==> src/rtl/can_pkg.sv <==
// ---------------------------------------------------------------------------
// can_pkg
// Shared definitions for the CAN error manager: FSM state encoding,
// Error_state values and the fault-confinement constants.
// ---------------------------------------------------------------------------
package can_pkg;

    // Error-handling FSM states
    typedef enum logic [2:0] {
        ST_IDLE       = 3'd0,
        ST_FLAG       = 3'd1,
        ST_WAIT_DELIM = 3'd2,
        ST_DELIM      = 3'd3,
        ST_BUS_OFF    = 3'd4
    } can_state_e;

    // Error_state output values
    localparam logic [1:0] ES_ACTIVE  = 2'd0;
    localparam logic [1:0] ES_PASSIVE = 2'd1;
    localparam logic [1:0] ES_BUS_OFF = 2'd2;

    // Bus-off recovery: RECOVERY_SEQS runs of RECOVERY_RUN recessive samples
    localparam int RECOVERY_SEQS = 128;
    localparam int RECOVERY_RUN  = 11;

    // Counter limits
    localparam int COUNT_LIMIT   = 255;  // REC saturation, TEC bus-off threshold
    localparam int TEC_BUS_OFF   = 256;  // TEC held here while bus off
    localparam int PASSIVE_LIMIT = 127;  // above this a counter is error passive
    localparam int TEC_STEP      = 8;
    localparam int REC_RELOAD    = 120;

    // Confinement state from the registered counters
    function automatic logic [1:0] classify_state(input logic [8:0] tec,
                                                  input logic [7:0] rec);
        if (tec > 9'(COUNT_LIMIT))
            return ES_BUS_OFF;
        else if (tec > 9'(PASSIVE_LIMIT) || rec > 8'(PASSIVE_LIMIT))
            return ES_PASSIVE;
        else
            return ES_ACTIVE;
    endfunction

endpackage

==> src/rtl/can_fault_counters.sv <==
// ---------------------------------------------------------------------------
// can_fault_counters
// Transmit/receive error counters and the derived confinement state.
//
// Ports
//   clk_i, rst_i        clock, asynchronous active-high reset
//   form_i..ack_i       error-monitor flags (ack only counts when transmitting)
//   transmitter_i       1 = this node is transmitting
//   event_en_i          monitor flags are only honoured while this is high
//   frame_ok_i          successful-frame pulse (already gated by the FSM)
//   recover_i           one-cycle pulse at bus-off recovery, clears both counters
//   error_event_o       qualified error event (drives the FSM)
//   bus_off_o           TEC above the bus-off threshold
//   tec_o, rec_o        registered counters
//   error_state_o       0 active, 1 passive, 2 bus off
// ---------------------------------------------------------------------------
module can_fault_counters
    import can_pkg::*;
(
    input  logic       clk_i,
    input  logic       rst_i,
    input  logic       form_i,
    input  logic       bit_i,
    input  logic       stuff_i,
    input  logic       crc_i,
    input  logic       ack_i,
    input  logic       transmitter_i,
    input  logic       event_en_i,
    input  logic       frame_ok_i,
    input  logic       recover_i,
    output logic       error_event_o,
    output logic       bus_off_o,
    output logic [8:0] tec_o,
    output logic [7:0] rec_o,
    output logic [1:0] error_state_o
);

    logic [8:0] tec_q, tec_d;
    logic [7:0] rec_q, rec_d;
    logic       raw_event;

    // Simultaneous flags collapse into a single event
    assign raw_event     = form_i | bit_i | stuff_i | crc_i | (ack_i & transmitter_i);
    assign bus_off_o     = (tec_q > 9'(COUNT_LIMIT));
    // Once TEC has crossed the threshold the counters are frozen until recovery
    assign error_event_o = raw_event & event_en_i & ~bus_off_o;

    always_comb begin
        tec_d = tec_q;
        rec_d = rec_q;
        if (recover_i) begin
            tec_d = '0;
            rec_d = '0;
        end else if (!bus_off_o) begin
            if (error_event_o) begin
                if (transmitter_i) begin
                    if (tec_q >= 9'(TEC_BUS_OFF - TEC_STEP))
                        tec_d = 9'(TEC_BUS_OFF);
                    else
                        tec_d = tec_q + 9'(TEC_STEP);
                end else if (rec_q != 8'(COUNT_LIMIT)) begin
                    rec_d = rec_q + 8'd1;
                end
            end else if (frame_ok_i) begin
                // Error wins over Frame_ok: this branch is only reached without an event
                if (transmitter_i) begin
                    if (tec_q != '0)
                        tec_d = tec_q - 9'd1;
                end else if (rec_q > 8'(PASSIVE_LIMIT)) begin
                    rec_d = 8'(REC_RELOAD);
                end else if (rec_q != '0) begin
                    rec_d = rec_q - 8'd1;
                end
            end
        end
    end

    always_ff @(posedge clk_i or posedge rst_i) begin
        if (rst_i) begin
            tec_q <= '0;
            rec_q <= '0;
        end else begin
            tec_q <= tec_d;
            rec_q <= rec_d;
        end
    end

    assign tec_o         = tec_q;
    assign rec_o         = rec_q;
    assign error_state_o = classify_state(tec_q, rec_q);

endmodule

==> src/rtl/can_error_manager.sv <==
// ---------------------------------------------------------------------------
// can_error_manager
// CAN error-frame sequencer and fault confinement. Counts bus errors,
// drives the error flag / delimiter and handles bus-off recovery.
//
// Ports
//   Clock_TB, Reset          clock, asynchronous active-high reset
//   Bit_Sample               one-cycle strobe at each bit sample point
//   Bit_Entrada              sampled bus level (1 = recessive)
//   Transmitter              1 = this node transmits the current frame
//   Form/Bit/Stuff/CRC/Ack_monitor  error-monitor flags
//   Frame_ok                 frame completed without error
//   Bit_Saida                bus drive level (1 = recessive)
//   Error_frame_active       high in FLAG, WAIT_DELIM and DELIM
//   TEC, REC                 error counters
//   Error_state              0 active, 1 passive, 2 bus off
// ---------------------------------------------------------------------------
module can_error_manager
    import can_pkg::*;
#(
    parameter int FLAG_BITS  = 6,
    parameter int DELIM_BITS = 8
) (
    input  logic       Clock_TB,
    input  logic       Reset,
    input  logic       Bit_Sample,
    input  logic       Bit_Entrada,
    input  logic       Transmitter,
    input  logic       Form_monitor,
    input  logic       Bit_monitor,
    input  logic       Stuff_monitor,
    input  logic       CRC_monitor,
    input  logic       Ack_monitor,
    input  logic       Frame_ok,
    output logic       Bit_Saida,
    output logic       Error_frame_active,
    output logic [8:0] TEC,
    output logic [7:0] REC,
    output logic [1:0] Error_state
);

    localparam int MAX_BITS = (FLAG_BITS > DELIM_BITS) ? FLAG_BITS : DELIM_BITS;
    localparam int CNT_W    = $clog2(MAX_BITS + 1);

    can_state_e       state_q, state_d;
    logic [CNT_W-1:0] bit_cnt_q, bit_cnt_d;
    logic [3:0]       run_cnt_q, run_cnt_d;
    logic [6:0]       seq_cnt_q, seq_cnt_d;
    logic             recover;
    logic             error_event;
    logic             bus_off;
    logic [1:0]       error_state;

    can_fault_counters u_counters (
        .clk_i         (Clock_TB),
        .rst_i         (Reset),
        .form_i        (Form_monitor),
        .bit_i         (Bit_monitor),
        .stuff_i       (Stuff_monitor),
        .crc_i         (CRC_monitor),
        .ack_i         (Ack_monitor),
        .transmitter_i (Transmitter),
        .event_en_i    (state_q == ST_IDLE),
        .frame_ok_i    (Frame_ok && (state_q != ST_BUS_OFF)),
        .recover_i     (recover),
        .error_event_o (error_event),
        .bus_off_o     (bus_off),
        .tec_o         (TEC),
        .rec_o         (REC),
        .error_state_o (error_state)
    );

    always_ff @(posedge Clock_TB or posedge Reset) begin
        if (Reset) begin
            state_q   <= ST_IDLE;
            bit_cnt_q <= '0;
            run_cnt_q <= '0;
            seq_cnt_q <= '0;
        end else begin
            state_q   <= state_d;
            bit_cnt_q <= bit_cnt_d;
            run_cnt_q <= run_cnt_d;
            seq_cnt_q <= seq_cnt_d;
        end
    end

    always_comb begin
        state_d   = state_q;
        bit_cnt_d = bit_cnt_q;
        run_cnt_d = run_cnt_q;
        seq_cnt_d = seq_cnt_q;
        recover   = 1'b0;

        // Crossing the TEC threshold overrides whatever the frame was doing
        if (state_q != ST_BUS_OFF && bus_off) begin
            state_d   = ST_BUS_OFF;
            bit_cnt_d = '0;
            run_cnt_d = '0;
            seq_cnt_d = '0;
        end else begin
            unique case (state_q)
                ST_IDLE: begin
                    if (error_event) begin
                        state_d   = ST_FLAG;
                        bit_cnt_d = '0;
                    end
                end
                ST_FLAG: begin
                    if (Bit_Sample) begin
                        if (bit_cnt_q == CNT_W'(FLAG_BITS - 1)) begin
                            state_d   = ST_WAIT_DELIM;
                            bit_cnt_d = '0;
                        end else begin
                            bit_cnt_d = bit_cnt_q + CNT_W'(1);
                        end
                    end
                end
                ST_WAIT_DELIM: begin
                    // The first recessive sample is already delimiter bit 1
                    if (Bit_Sample && Bit_Entrada) begin
                        if (DELIM_BITS <= 1) begin
                            state_d   = ST_IDLE;
                            bit_cnt_d = '0;
                        end else begin
                            state_d   = ST_DELIM;
                            bit_cnt_d = CNT_W'(1);
                        end
                    end
                end
                ST_DELIM: begin
                    if (Bit_Sample) begin
                        if (!Bit_Entrada) begin
                            state_d   = ST_FLAG;
                            bit_cnt_d = '0;
                        end else if (bit_cnt_q == CNT_W'(DELIM_BITS - 1)) begin
                            state_d   = ST_IDLE;
                            bit_cnt_d = '0;
                        end else begin
                            bit_cnt_d = bit_cnt_q + CNT_W'(1);
                        end
                    end
                end
                ST_BUS_OFF: begin
                    if (Bit_Sample) begin
                        // A dominant bit only restarts the current run, not the sequence count
                        if (!Bit_Entrada) begin
                            run_cnt_d = '0;
                        end else if (run_cnt_q == 4'(RECOVERY_RUN - 1)) begin
                            run_cnt_d = '0;
                            if (seq_cnt_q == 7'(RECOVERY_SEQS - 1)) begin
                                seq_cnt_d = '0;
                                recover   = 1'b1;
                                state_d   = ST_IDLE;
                            end else begin
                                seq_cnt_d = seq_cnt_q + 7'd1;
                            end
                        end else begin
                            run_cnt_d = run_cnt_q + 4'd1;
                        end
                    end
                end
                default: state_d = ST_IDLE;
            endcase
        end
    end

    // Error-passive nodes send a recessive (passive) flag
    assign Bit_Saida          = ~((state_q == ST_FLAG) && (error_state == ES_ACTIVE));
    assign Error_frame_active = (state_q == ST_FLAG) || (state_q == ST_WAIT_DELIM) ||
                                (state_q == ST_DELIM);
    assign Error_state        = error_state;

endmodule

==> config.mk <==
export PLATFORM = sky130hd
export DESIGN_NAME = can_error_manager
export DESIGN_NICKNAME = d
export VERILOG_FILES = /design/src/rtl/can_pkg.sv /design/src/rtl/can_fault_counters.sv /design/src/rtl/can_error_manager.sv
export SDC_FILE = /design/constraint.sdc
export NUM_CORES = 1
export LEC_CHECK = 0
export ABC_AREA = 1
export CAP_MARGIN = 15
export CORE_MARGIN = 5
export CORE_UTILIZATION = 57
export DETAILED_ROUTE_END_ITERATION = 6
export GPL_TIMING_DRIVEN = 1
export PLACE_DENSITY = 0.87
export SKIP_CTS_REPAIR_TIMING = 1
export SKIP_LAST_GASP = 1
export SLEW_MARGIN = 20
export SYNTH_ARGS = -nofsm -noshare
export SYNTH_HDL_FRONTEND = slang
export SYNTH_SLANG_ARGS = --single-unit
==> constraint.sdc <==
create_clock -name Clock_TB -period 2 [get_ports Clock_TB]
set_clock_uncertainty 0.1 [all_clocks]
set_input_delay 0.3 -clock Clock_TB [delete_from_list [all_inputs] [get_ports Clock_TB]]
set_output_delay 0.3 -clock Clock_TB [all_outputs]
set_load 0.02 [all_outputs]
Word-level counts from Yosys, hierarchy flattened
Index checks and enable logic that the tools add are counted.
{"block": "op_classes", "addsub": 7, "n_lt_le_gt_ge": 4, "n_eq_ne": 26, "muxes": 58, "bitwise_logic": 9, "n_reduce_logical": 25}
{"operator": "2-to-1 mux 8 bit", "count": 9}
{"operator": "2-to-1 mux 9 bit", "count": 8}
{"operator": "2-to-1 mux 4 bit", "count": 13}
{"operator": "2-to-1 mux 7 bit", "count": 6}
{"operator": "inequality test 3 bit, second input constant", "count": 14}
{"operator": "2-to-1 mux 3 bit", "count": 12}
{"operator": "one-hot mux 4 bit (4 select lines)", "count": 1}
{"operator": "one-hot mux 3 bit (5 select lines)", "count": 1}
{"operator": "AND reduction 10 bit", "count": 1}
{"operator": "AND reduction 5 bit", "count": 2}
{"operator": "adder 9 x 4 -> 9 bit, second input constant", "count": 1}
{"operator": "greater-or-equal comparator 9 x 8 -> 1 bit, second input constant", "count": 1}
{"operator": "> comparator 9 x 7 -> 1 bit, second input constant", "count": 1}
{"operator": "> comparator 9 x 8 -> 1 bit, second input constant", "count": 1}
{"operator": "nonzero test 9 bit", "count": 1}
{"operator": "subtractor 9 x 1 -> 9 bit, second input constant", "count": 1}
{"operator": "adder 4 x 1 -> 4 bit, second input constant", "count": 2}
{"operator": "adder 8 x 1 -> 8 bit, second input constant", "count": 1}
{"operator": "equality test 4 x 3 -> 1 bit, second input constant", "count": 2}
{"operator": "> comparator 8 x 7 -> 1 bit, second input constant", "count": 1}
{"operator": "inequality test 8 bit, second input constant", "count": 1}
{"operator": "nonzero test 2 bit", "count": 4}
{"operator": "nonzero test 8 bit", "count": 1}
{"operator": "subtractor 8 x 1 -> 8 bit, second input constant", "count": 1}
{"operator": "other kinds (24)", "count": 43}
{"block": "totals", "regBits": 35, "input_bits": 11, "output_inout_bits": 21, "elab_cells": 135}

Depth between registers and ports, before layout
Gate-level depths: netlist of run 1.
{"block": "logic_depth", "word_depth": 9, "mapped_depth": 14, "mapped_depth_nobuf": 14}

By module
A second synthesis of run 1 with hierarchy kept.
{"block": "hier_totals", "hier_cells": 458, "area_unflattened_um2": 3071.7}
{"mod": "can_fault_counters", "instances": 1, "cells_per_inst": 292, "area_each_um2": 1869.3, "seq_area_each_um2": 425.4}
{"mod": "can_error_manager", "instances": 1, "cells_per_inst": 166, "area_each_um2": 1202.4, "seq_area_each_um2": 450.4}

Worst setup path before layout of run 1
OpenSTA, ideal clock, no wires.
{"block": "synth_timing", "path_type": "flip-flop to output port", "start": "register u_counters.tec_q[3], in the netlist u_counters.tec_o[3]", "end": "output port Bit_Saida", "t_arrival_ns": 1.675, "required_time_ns": 1.600, "slack_ns": -0.075, "path_stages_with_launch": 8, "n_path_buf": 0, "cell_sequence": "dfrtp_1 ha_1 nand2_1 inv_1 nand2_1 nor2_1 a2111oi_0 nand2_1"}
{"block": "synth_between", "elab_chain_cells": 7, "elab_cells_between_ends": 8, "classes_between": "2 x order compare; 2 x mux; 1 x bitwise; 3 x reduce/logical"}
{"element": "start: declaration", "line": "can_fault_counters.sv:38", "rtl": "logic [8:0] tec_q, tec_d;"}
{"element": "start signal: assignment", "line": "can_fault_counters.sv:83", "rtl": "tec_q <= tec_d;"}
{"element": "> comparator 9 x 7 -> 1 bit", "line": "can_pkg.sv:38", "rtl": "else if (tec > 9'(PASSIVE_LIMIT) || rec > 8'(PASSIVE_LIMIT))"}
{"element": "logical OR 1 bit", "line": "can_pkg.sv:38"}
{"element": "2-to-1 mux 1 bit", "line": "can_pkg.sv:38"}
{"element": "2-to-1 mux 2 bit (*)", "line": "can_pkg.sv:36", "rtl": "if (tec > 9'(COUNT_LIMIT))"}
{"element": "zero test 2 bit (*)", "line": "can_error_manager.sv:168", "rtl": "assign Bit_Saida = ~((state_q == ST_FLAG) && (error_state == ES_ACTIVE));"}
{"element": "logical AND 1 bit (*)", "line": "can_error_manager.sv:168"}
{"element": "inverter 1 bit (*)", "line": "can_error_manager.sv:168"}
{"element": "end: declaration", "line": "can_error_manager.sv:35", "rtl": "output logic Bit_Saida,"}
Every way passes the cells marked *; elsewhere a longest branch is shown, timed or not.

Final worst setup path of run 1
{"block": "layout_timing", "start": "register u_counters.tec_q[1], in the netlist u_counters.tec_o[1]", "end": "register u_counters.tec_q[6], in the netlist u_counters.tec_o[6]"}
{"block": "layout_between", "elab_chain_cells": 7, "elab_cells_between_ends": 23, "classes_between": "2 x add/sub; 2 x order compare; 3 x eq/ne; 9 x mux; 2 x bitwise; 5 x reduce/logical"}
{"element": "subtractor 9 x 1 -> 9 bit", "line": "can_fault_counters.sv:68", "rtl": "tec_d = tec_q - 9'd1;"}
{"element": "2-to-1 mux 9 bit", "line": "can_fault_counters.sv:67", "rtl": "if (tec_q != '0)"}
{"element": "2-to-1 mux 9 bit", "line": "can_fault_counters.sv:66", "rtl": "if (transmitter_i) begin"}
{"element": "2-to-1 mux 9 bit", "line": "can_fault_counters.sv:64", "rtl": "end else if (frame_ok_i) begin"}
{"element": "2-to-1 mux 9 bit", "line": "can_fault_counters.sv:55", "rtl": "if (error_event_o) begin"}
{"element": "2-to-1 mux 9 bit", "line": "can_fault_counters.sv:54", "rtl": "end else if (!bus_off_o) begin"}
{"element": "2-to-1 mux 9 bit", "line": "can_fault_counters.sv:51", "rtl": "if (recover_i) begin"}
Several ways; a longest one is shown, not always the timed one. The select of a mux whose other input is x is not followed.
A chain may end at the register's enable or synchronous reset.

==> impl_metrics.csv, run 1 <==
group,metric,value,unit
grt,antenna_found_initial,0,
grt,grt_pass1_wl,13200,microns
route,wl_per_cell,19.5,microns
cells_and_area,num_antenna_cells,0,
route,num_vias,3832,
setup_path,cp.required,2.07,ns
yosys,syn-cell-area,2890,sq um
route,drt-met1-wl,3880,microns
setup_path,path_common_cell,"nand2_1",
route,wl_met3,1420,microns
route,ant_nets,0,
grt,grt_pass1_vias,3033,
placement,placed_cell_area,3640,sq um
setup_path,worstPathMaxFanout,8,
power_and_ir_drop,p_per_area,355,nW/um^2
timing,hold_viol,0,
yosys,synth_cell_types,33,
floorplan,row_count,26,
yosys,yosysSeqAreaShare,30.3,%
yosys,synth_flop_cell,"dfrtp_1",
setup_path,critical_path.cell_chain,"ha_4 > buf_4 > nand2_1 > nor2_1 > nand2_1 > nand2_2 > buf_6 > nand3_4 > buf_6 > nand3_4 > nand2_4 > nor2_8 > nand2_1 > o21ai_1",
clock_tree,cts_tree,"done",
status,violations,"design-rule violations, negative setup slack",
floorplan,initial_core_util,57.8,%
route,drt_iter0_drc,689,
clock_tree,clock_path_buffers,2,
setup_path,rr_endpoint,"u_counters.tec_o[6]",
cells_and_area,num-nets-final,556,
setup_path,reg2reg_slack,-0.52,ns
route,dr.pass1.iters,7,
placement,gp_congestion,0.897,
job,maxCapViolations,0,
timing,setup_violations,37,
route,route.met2.wl,5330,microns
timing,slew_headroom,67.2,%
yosys,synthTopCellsByArea,"dfrtp_1 (30%), nand2_1 (16%), nand3_1 (8.1%)",
timing,hold_slack,0.206,ns
timing,rsz0062_at_grt,"true",
yosys,ys_ff_latch,35,
floorplan,ios,32,
setup_path,worst-setup-path-type,"flip-flop to flip-flop",
setup_path,max_stage_delay,0.41,ns
floorplan,dieArea,6600,sq um
yosys,ys_top_cells_by_count,"nand2_1 (125), inv_1 (52), nand3_1 (47)",
yosys,synth.most_common_cell,"nand2_1",
clock_tree,clkLatencyLatePin,0.31,ns
power_and_ir_drop,ir_worst_vdd,500,uV
floorplan,coreArea,5010,sq um
placement,dp_worst_setup_slack,-0.463,ns
clock_tree,numClockSinks,35,
timing,clock.fmax,397,MHz
setup_path,reg2reg_depth,14,
timing,min_period,2.52,ns
setup_path,crit_slowest_cell,"dfrtp_1",
grt,grt_remaining_overflow,0,
route,via_per_inst,6.37,
route,drcViolationCount,49,
placement,dp_hpwl,5900,microns
yosys,syn_nets,463,
clock_tree,h-tree-depth,2,
cells_and_area,areaGrowthSynthToFinish,48.3,%
clock_tree,cts_root_buf,"clkbuf_8",
floorplan,die_h,81.3,microns
yosys,syn_inst,439,
setup_path,crit_path_start,"u_counters.tec_o[1]",
route,top_layer_used,"met4",
setup_path,worst_setup_path_start_kind,"flip-flop",
timing,slew_violations,0,
clock_tree,numCtsBuffers,5,
yosys,synthArstFlopShare,100,%
yosys,syn_avg_cell_area,6.59,sq um
timing,worstMarginPinSlew,0.492,ns
setup_path,cp-end-kind,"flip-flop",
setup_path,crit_end,"u_counters.tec_o[6]",
power_and_ir_drop,p_total,1530,uW
yosys,synth_top_area_share,30.3,%
floorplan,die_w,81.3,microns
power_and_ir_drop,power.leakage,0.00222,uW
route,wl,11800,microns
cells_and_area,drive_above_1_share,31.6,%
yosys,synth_edf_count,0,
grt,grt_start_max_net_pins,27,
yosys,yosysWarnings,0,
placement,io_buffers,31,
yosys,yosysTopAreaCell,"dfrtp_1",
worst_hold_path,min_path_type,"input pin to async pin",
grt,grt_use_total,25.2,%
clock_tree,path_clk_slew,0.08,ns
timing,setup-tns-final,-7.06,ns
status,status,"finished, violations left",
cells_and_area,design_area,4290,sq um
setup_path,critPathArrivalTime,2.59,ns
setup_path,r2r-start,"u_counters.tec_o[1]",
timing,period_share,126,%
timing,fin_ws,-0.520,ns
## cell type report
| class | instances | area (sq um) |
|---|---|---|
| Multi-Input combinational cell | 334 | 2100 |
| Tap cell | 70 | 87.6 |
| Timing Repair Buffer | 94 | 873 |
| Inverter | 62 | 250 |
| Sequential cell | 35 | 878 |
| Clock buffer | 6 | 72.6 |
| Fill cell | 266 | 717 |
| Clock inverter | 1 | 30.0 |
## sequential cells by signal, indices dropped and copies added (netlist names)
register and count:
bit_cnt_q 4, u_counters.tec_o 9, u_counters.rec_o 8, seq_cnt_q 7, run_cnt_q 4, state_q 3
## worst max-delay path, delay by kind of cell (launching register included)
kind | cells | cell delay [ns]
buffers and inverters | 3 | 0.40
AND/OR/NAND/NOR | 9 | 1.04
flip-flops | 1 | 0.41
AO/OA/AOI/OAI | 1 | 0.25
adder cells (fa/ha/maj) | 1 | 0.15
## how the worst min path moves through the flow
stage	end	slack (ns)	cells after the start
floorplan	bit_cnt_q[0]	0.35	1
finish	u_counters.rec_o[5]	0.21	2
detailed placement	seq_cnt_q[1]	0.42	2
global route	u_counters.rec_o[5]	0.23	2
global placement	seq_cnt_q[1]	0.40	2
CTS	u_counters.rec_o[5]	0.22	2
## metrics by stage
stage | util (%) | std cells
floorplan | - | 439
global placement | 72.6 | 581
detailed placement | 72.6 | 581
CTS | 74.6 | 588
global route | 85.7 | 602
finish | 85.7 | 602
## layer usage
metal,vias to the layer above,track usage [%]
met4,0,8.11
met5,-,0
met3,131,3.99
met2,364,44.9
li1,1597,-
met1,1740,30.9
## report_power, final
part	leakage (uW)	internal, uW	switching (uW)
Clock	0.0000513	366	286
Combinational	0.00171	66.0	72.1
Sequential	0.000451	724	11.8
Total	0.00222	1160	370
## placed cells by master, fill, tap and decap left out, types with 11 or more instances in the layout
cell             netlist  final
o21ai_0               17     12
buf_4                  3     50
nand3_1               47     35
inv_2                 10     13
nand2_2               10     16
nand3_2                2     11
nand2_1              125    109
dfrtp_1               35     33
nor2_1                42     33
inv_1                 52     45
a21oi_1               13     12
clkdlybuf4s50_1        0     27
## logic make-up after synthesis
| group | synth area share, % |
|---|---|
| AOI/OAI and AO/OA | 9.47 |
| xor gates and xnor gates | 4.54 |
| buffers and inverters | 10.1 |
| adders and majority gates | 5.62 |
| and+or+nand+nor | 40.0 |
| DFF | 30.3 |
Note: power is estimated with default switching activity, not from simulation.
==> run 2: changes to the inputs <==
--- a/config.mk
+++ b/config.mk
@@ -6,12 +6,13 @@
 export NUM_CORES = 1
 export LEC_CHECK = 0
 export ABC_AREA = 1
-export CAP_MARGIN = 15
-export CORE_MARGIN = 5
-export CORE_UTILIZATION = 57
+export CELL_PAD_IN_SITES_DETAIL_PLACEMENT = 0
+export CELL_PAD_IN_SITES_GLOBAL_PLACEMENT = 2
+export CORE_MARGIN = 1.5
+export CORE_UTILIZATION = 31
 export DETAILED_ROUTE_END_ITERATION = 6
 export GPL_TIMING_DRIVEN = 1
-export PLACE_DENSITY = 0.87
+export PLACE_DENSITY = 0.86
 export SKIP_CTS_REPAIR_TIMING = 1
 export SKIP_LAST_GASP = 1
 export SLEW_MARGIN = 20
==> impl_metrics.csv, run 2 (synthesized netlist as in run 1, its figures left out) <==
group,metric,value,unit
status,status,"finished, violations left",
status,violations,"negative setup slack",
setup_path,path_common_cell,"nand2_2",
floorplan,row_count,35,
grt,grt_remaining_overflow,0,
setup_path,worst_setup_path_start_kind,"flip-flop",
clock_tree,numClockSinks,35,
grt,grt_start_max_net_pins,36,
timing,clock.fmax,460,MHz
route,dr.pass1.iters,4,
placement,placed_cell_area,3770,sq um
floorplan,dieArea,9920,sq um
grt,grt_pass1_wl,14000,microns
route,ant_nets,0,
setup_path,worstPathMaxFanout,2,
setup_path,critPathBufInv,3,
setup_path,r2r-start,"u_counters.tec_o[4]",
timing,rsz0062_at_grt,"true",
placement,dp_hpwl,6070,microns
route,wl,8450,microns
power_and_ir_drop,power.leakage,0.00228,uW
timing,slew_violations,0,
timing,min_period,2.18,ns
route,drcViolationCount,0,
clock_tree,path_clk_slew,0.08,ns
clock_tree,cts_root_buf,"clkbuf_8",
clock_tree,numCtsBuffers,5,
setup_path,critical_path.cell_chain,"ha_4 > nand2_2 > inv_2 > nand2_4 > nor2_4 > a2111oi_4 > buf_4 > nand2_2 > buf_6",
setup_path,cp-end-kind,"output pin",
cells_and_area,final_util,47.8,%
cells_and_area,areaGrowthSynthToFinish,51.3,%
clock_tree,clock_path_buffers,2,
power_and_ir_drop,ir_worst_vdd,211,uV
cells_and_area,n_fill_cell,911,
grt,grt_pass1_vias,2995,
cells_and_area,multiInputGateArea,2070,sq um
floorplan,die_h,99.6,microns
setup_path,worst-setup-path-type,"flip-flop to output pin",
route,wl_per_cell,13.0,microns
cells_and_area,regArea,878,sq um
worst_hold_path,min_path_type,"input pin to async pin",
floorplan,die_w,99.6,microns
grt,antenna_found_initial,0,
timing,worstMarginPinSlew,0.493,ns
cells_and_area,num_antenna_cells,0,
route,drt_iter0_drc,77,
placement,gp_congestion,0.862,
cells_and_area,largest_reg_flops,9,
floorplan,initial_core_util,31.6,%
cells_and_area,design_area,4380,sq um
clock_tree,h-tree-depth,2,
floorplan,coreArea,9150,sq um
timing,hold_slack,0.311,ns
floorplan,ios,32,
timing,fin_ws,-0.176,ns
route,via_per_inst,4.78,
timing,setup_violations,21,
placement,io_buffers,31,
setup_path,cp.required,1.60,ns
cells_and_area,final_common_cell,"nand2_1",
setup_path,max_stage_delay,0.42,ns
setup_path,cp_top_family,"flip-flops",
job,maxCapViolations,0,
grt,grt_use_total,17.5,%
setup_path,crit_path_start,"u_counters.tec_o[4]",
setup_path,critPathArrivalTime,1.78,ns
power_and_ir_drop,p_per_area,355,nW/um^2
cells_and_area,num-nets-final,564,
cells_and_area,most-common-layout-cells,"nand2_1 (103), buf_4 (56), inv_1 (49)",
timing,slew_headroom,67.2,%
power_and_ir_drop,p_total,1560,uW
timing,hold_viol,0,
setup_path,crit_slowest_cell,"dfrtp_1",
clock_tree,clkLatencyLatePin,0.29,ns
timing,period_share,109,%
route,num_vias,3116,
cells_and_area,drive_above_1_share,31.8,%
clock_tree,cts_tree,"done",
run 2: cell count changes in the layout (fill, tap and decap cells not counted), moves of 3 or more:
cell and delta:
buf_4 +6, nand2_4 +4, nor2_2 -3, nand3_2 -3, inv_1 +4, nand2_1 -6, buf_6 +5, nand2_2 +3
run 2: through the flow:
step,worst slack [ns],instances,TNS [ns]
3_5_place_dp,-0.377,635,-4.47
5_1_grt,-0.288,652,-4.59
3_3_place_gp,-0.374,635,-3.64
2_1_floorplan,0.0227,439,0
4_1_cts,-0.714,643,-5.14
6_report,-0.176,652,-1.32
run 2: cell type report:
class / instances / share of cell area [%]
Sequential cell: 35 / 20.1
Clock inverter: 2 / 0.800
Multi-Input combinational cell: 334 / 47.3
Clock buffer: 6 / 1.89
Timing Repair Buffer: 102 / 21.2
Tap cell: 111 / 3.17
Inverter: 62 / 5.60
run 2: path summary, 6_finish.rpt:
| path | slack [ns] | cells past startpoint | end |
|---|---|---|---|
| max | -0.18 | 9 | Bit_Saida |
| min | 0.31 | 3 | seq_cnt_q[1] |
| max reg2reg | -0.10 | 16 | u_counters.tec_o[4] |
| min reg2reg | 0.44 | 2 | seq_cnt_q[1] |
| max in group asynchronous | 1.11 | 3 | u_counters.tec_o[3] |
| min in group Clock_TB | 0.44 | 2 | seq_cnt_q[1] |
run 2: tightest hold or removal path, cell delays in order:
cell             delay [ns]
clkdlybuf4s50_1        0.39
inv_1                  0.05
buf_4                  0.41
run 2: where the power goes:
group	switching [uW]	internal [uW]	total, uW
Clock	300	404	704
Sequential	11.8	724	735
Combinational	60.0	57.5	117
Total	371	1190	1560
run 2: layer usage:
layer  vias up  track usage (%)  part of all wire (%)  wire [microns]
met4         0             4.12                  0.69              58
met1      1454             23.2                    48            4050
li1       1606                -                     -               -
met3         7             2.81                   2.8             237
met2        49             29.8                    49            4110
met5         -                0                     0               0
==> run 3: changes to the inputs <==
==> constraint.sdc (replaced) <==
create_clock -name Clock_TB -period 2 [get_ports Clock_TB]
set_clock_uncertainty 0.1 [all_clocks]
set_input_delay 0.4 -clock Clock_TB [delete_from_list [all_inputs] [get_ports Clock_TB]]
set_output_delay 0.4 -clock Clock_TB [all_outputs]
set_load 0.02 [all_outputs]
==> impl_metrics.csv, run 3 (synthesized netlist as in run 1, its figures left out) <==
group,metric,value,unit
status,status,"finished, violations left",
status,violations,"negative setup slack",
cells_and_area,most-common-layout-cells,"nand2_1 (110), buf_4 (68), inv_1 (48)",
timing,worstMarginPinSlew,0.500,ns
route,ant_nets,0,
clock_tree,cts_tree,"done",
clock_tree,h-tree-depth,2,
timing,hold_slack,0.413,ns
setup_path,cp.required,1.50,ns
floorplan,die_h,99.6,microns
clock_tree,cts_root_buf,"clkbuf_8",
power_and_ir_drop,power.leakage,0.00234,uW
setup_path,worstPathMaxFanout,2,
clock_tree,path_clk_slew,0.08,ns
floorplan,ios,32,
grt,antenna_found_initial,0,
route,num_vias,3153,
setup_path,critical_path.cell_chain,"ha_4 > nand2_2 > inv_2 > nand2_4 > nor2_4 > a2111oi_4 > nand2_1 > buf_6",
clock_tree,clock_path_buffers,2,
placement,gp_congestion,0.846,
timing,fin_ws,-0.193,ns
power_and_ir_drop,ir_worst_vdd,232,uV
floorplan,die_w,99.6,microns
setup_path,worst_setup_path_start_kind,"flip-flop",
setup_path,crit_slowest_cell,"dfrtp_2",
route,drt_iter0_drc,93,
cells_and_area,drive_above_1_share,31.4,%
setup_path,reg2reg_slack,0,ns
placement,dp_hpwl,6080,microns
cells_and_area,num_antenna_cells,0,
route,wl_per_cell,12.9,microns
route,drcViolationCount,0,
timing,slew_violations,0,
route,dr.pass1.iters,4,
grt,grt_pass1_vias,2930,
power_and_ir_drop,p_total,1660,uW
cells_and_area,final_common_cell,"nand2_1",
cells_and_area,areaGrowthSynthToFinish,53.3,%
clock_tree,numCtsBuffers,5,
grt,grt_start_max_net_pins,36,
route,via_per_inst,4.76,
timing,setup-tns-final,-0.360,ns
setup_path,cp-end-kind,"output pin",
cells_and_area,final_util,48.5,%
setup_path,critPathArrivalTime,1.69,ns
timing,rsz0062_at_grt,"true",
placement,io_buffers,31,
setup_path,max_stage_delay,0.43,ns
timing,setup_violations,3,
job,maxCapViolations,0,
floorplan,dieArea,9920,sq um
clock_tree,clkLatencyLatePin,0.30,ns
timing,period_share,110,%
timing,slew_headroom,66.7,%
cells_and_area,largest_reg_flops,9,
timing,hold_viol,0,
timing,clock.fmax,456,MHz
clock_tree,numClockSinks,35,
grt,grt_remaining_overflow,0,
floorplan,row_count,35,
setup_path,worst-setup-path-type,"flip-flop to output pin",
floorplan,coreArea,9150,sq um
timing,min_period,2.19,ns
grt,grt_use_total,17.2,%
grt,grt_pass1_wl,13800,microns
placement,dp_worst_setup_slack,-0.305,ns
floorplan,initial_core_util,31.6,%
power_and_ir_drop,p_per_area,374,nW/um^2
route,wl,8550,microns
worst_hold_path,min_path_type,"input pin to async pin",
cells_and_area,num-nets-final,574,
==> run 3: per-layer routing <==
metal / part of all wire [%] / up-vias / global-route usage (%)
met5: 0 / - / 0
met4: 0.91 / 0 / 4.44
met3: 2.6 / 8 / 2.67
met2: 48 / 40 / 28.2
met1: 48 / 1469 / 23.7
li1: - / 1636 / -
==> run 3: path summary, 6_finish.rpt <==
check | from | end | cells past startpoint
max reg2reg | u_counters.tec_o[4] | state_q[0] | 15
min reg2reg | state_q[1] | state_q[1] | 2
max in group asynchronous | Reset | u_counters.tec_o[5] | 3
max | u_counters.tec_o[4] | Bit_Saida | 8
min | Reset | u_counters.rec_o[2] | 3
min in group Clock_TB | state_q[1] | state_q[1] | 2
==> run 3: cell type report <==
class | instances | area [sq um]
Sequential cell | 35 | 881
Clock inverter | 2 | 60.1
Inverter | 62 | 240
Fill cell | 937 | 4720
Multi-Input combinational cell | 335 | 2050
Tap cell | 111 | 139
Timing Repair Buffer | 111 | 991
Clock buffer | 6 | 72.6
==> run 3: worst max-delay path, delay by kind of cell (launching register included) <==
family	cells	cell delay (ns)
compound gates	1	0.36
fa+ha+maj	1	0.16
buf+inv	2	0.18
flops	1	0.43
simple gates	4	0.26
==> run 3: report_power, final <==
part | internal, uW | leakage [uW] | total [uW] | switching (uW)
Sequential | 723 | 0.000449 | 736 | 12.3
Clock | 499 | 0.0000654 | 794 | 295
Combinational | 69.1 | 0.00183 | 132 | 62.9
==> run 3: per-stage QoR <==
step | instance area (sq um) | instances
finish | 4440 | 662
global route | 4440 | 662
CTS | 3920 | 646
detailed placement | 3790 | 638
global placement | 3790 | 638
floorplan | 2900 | 439
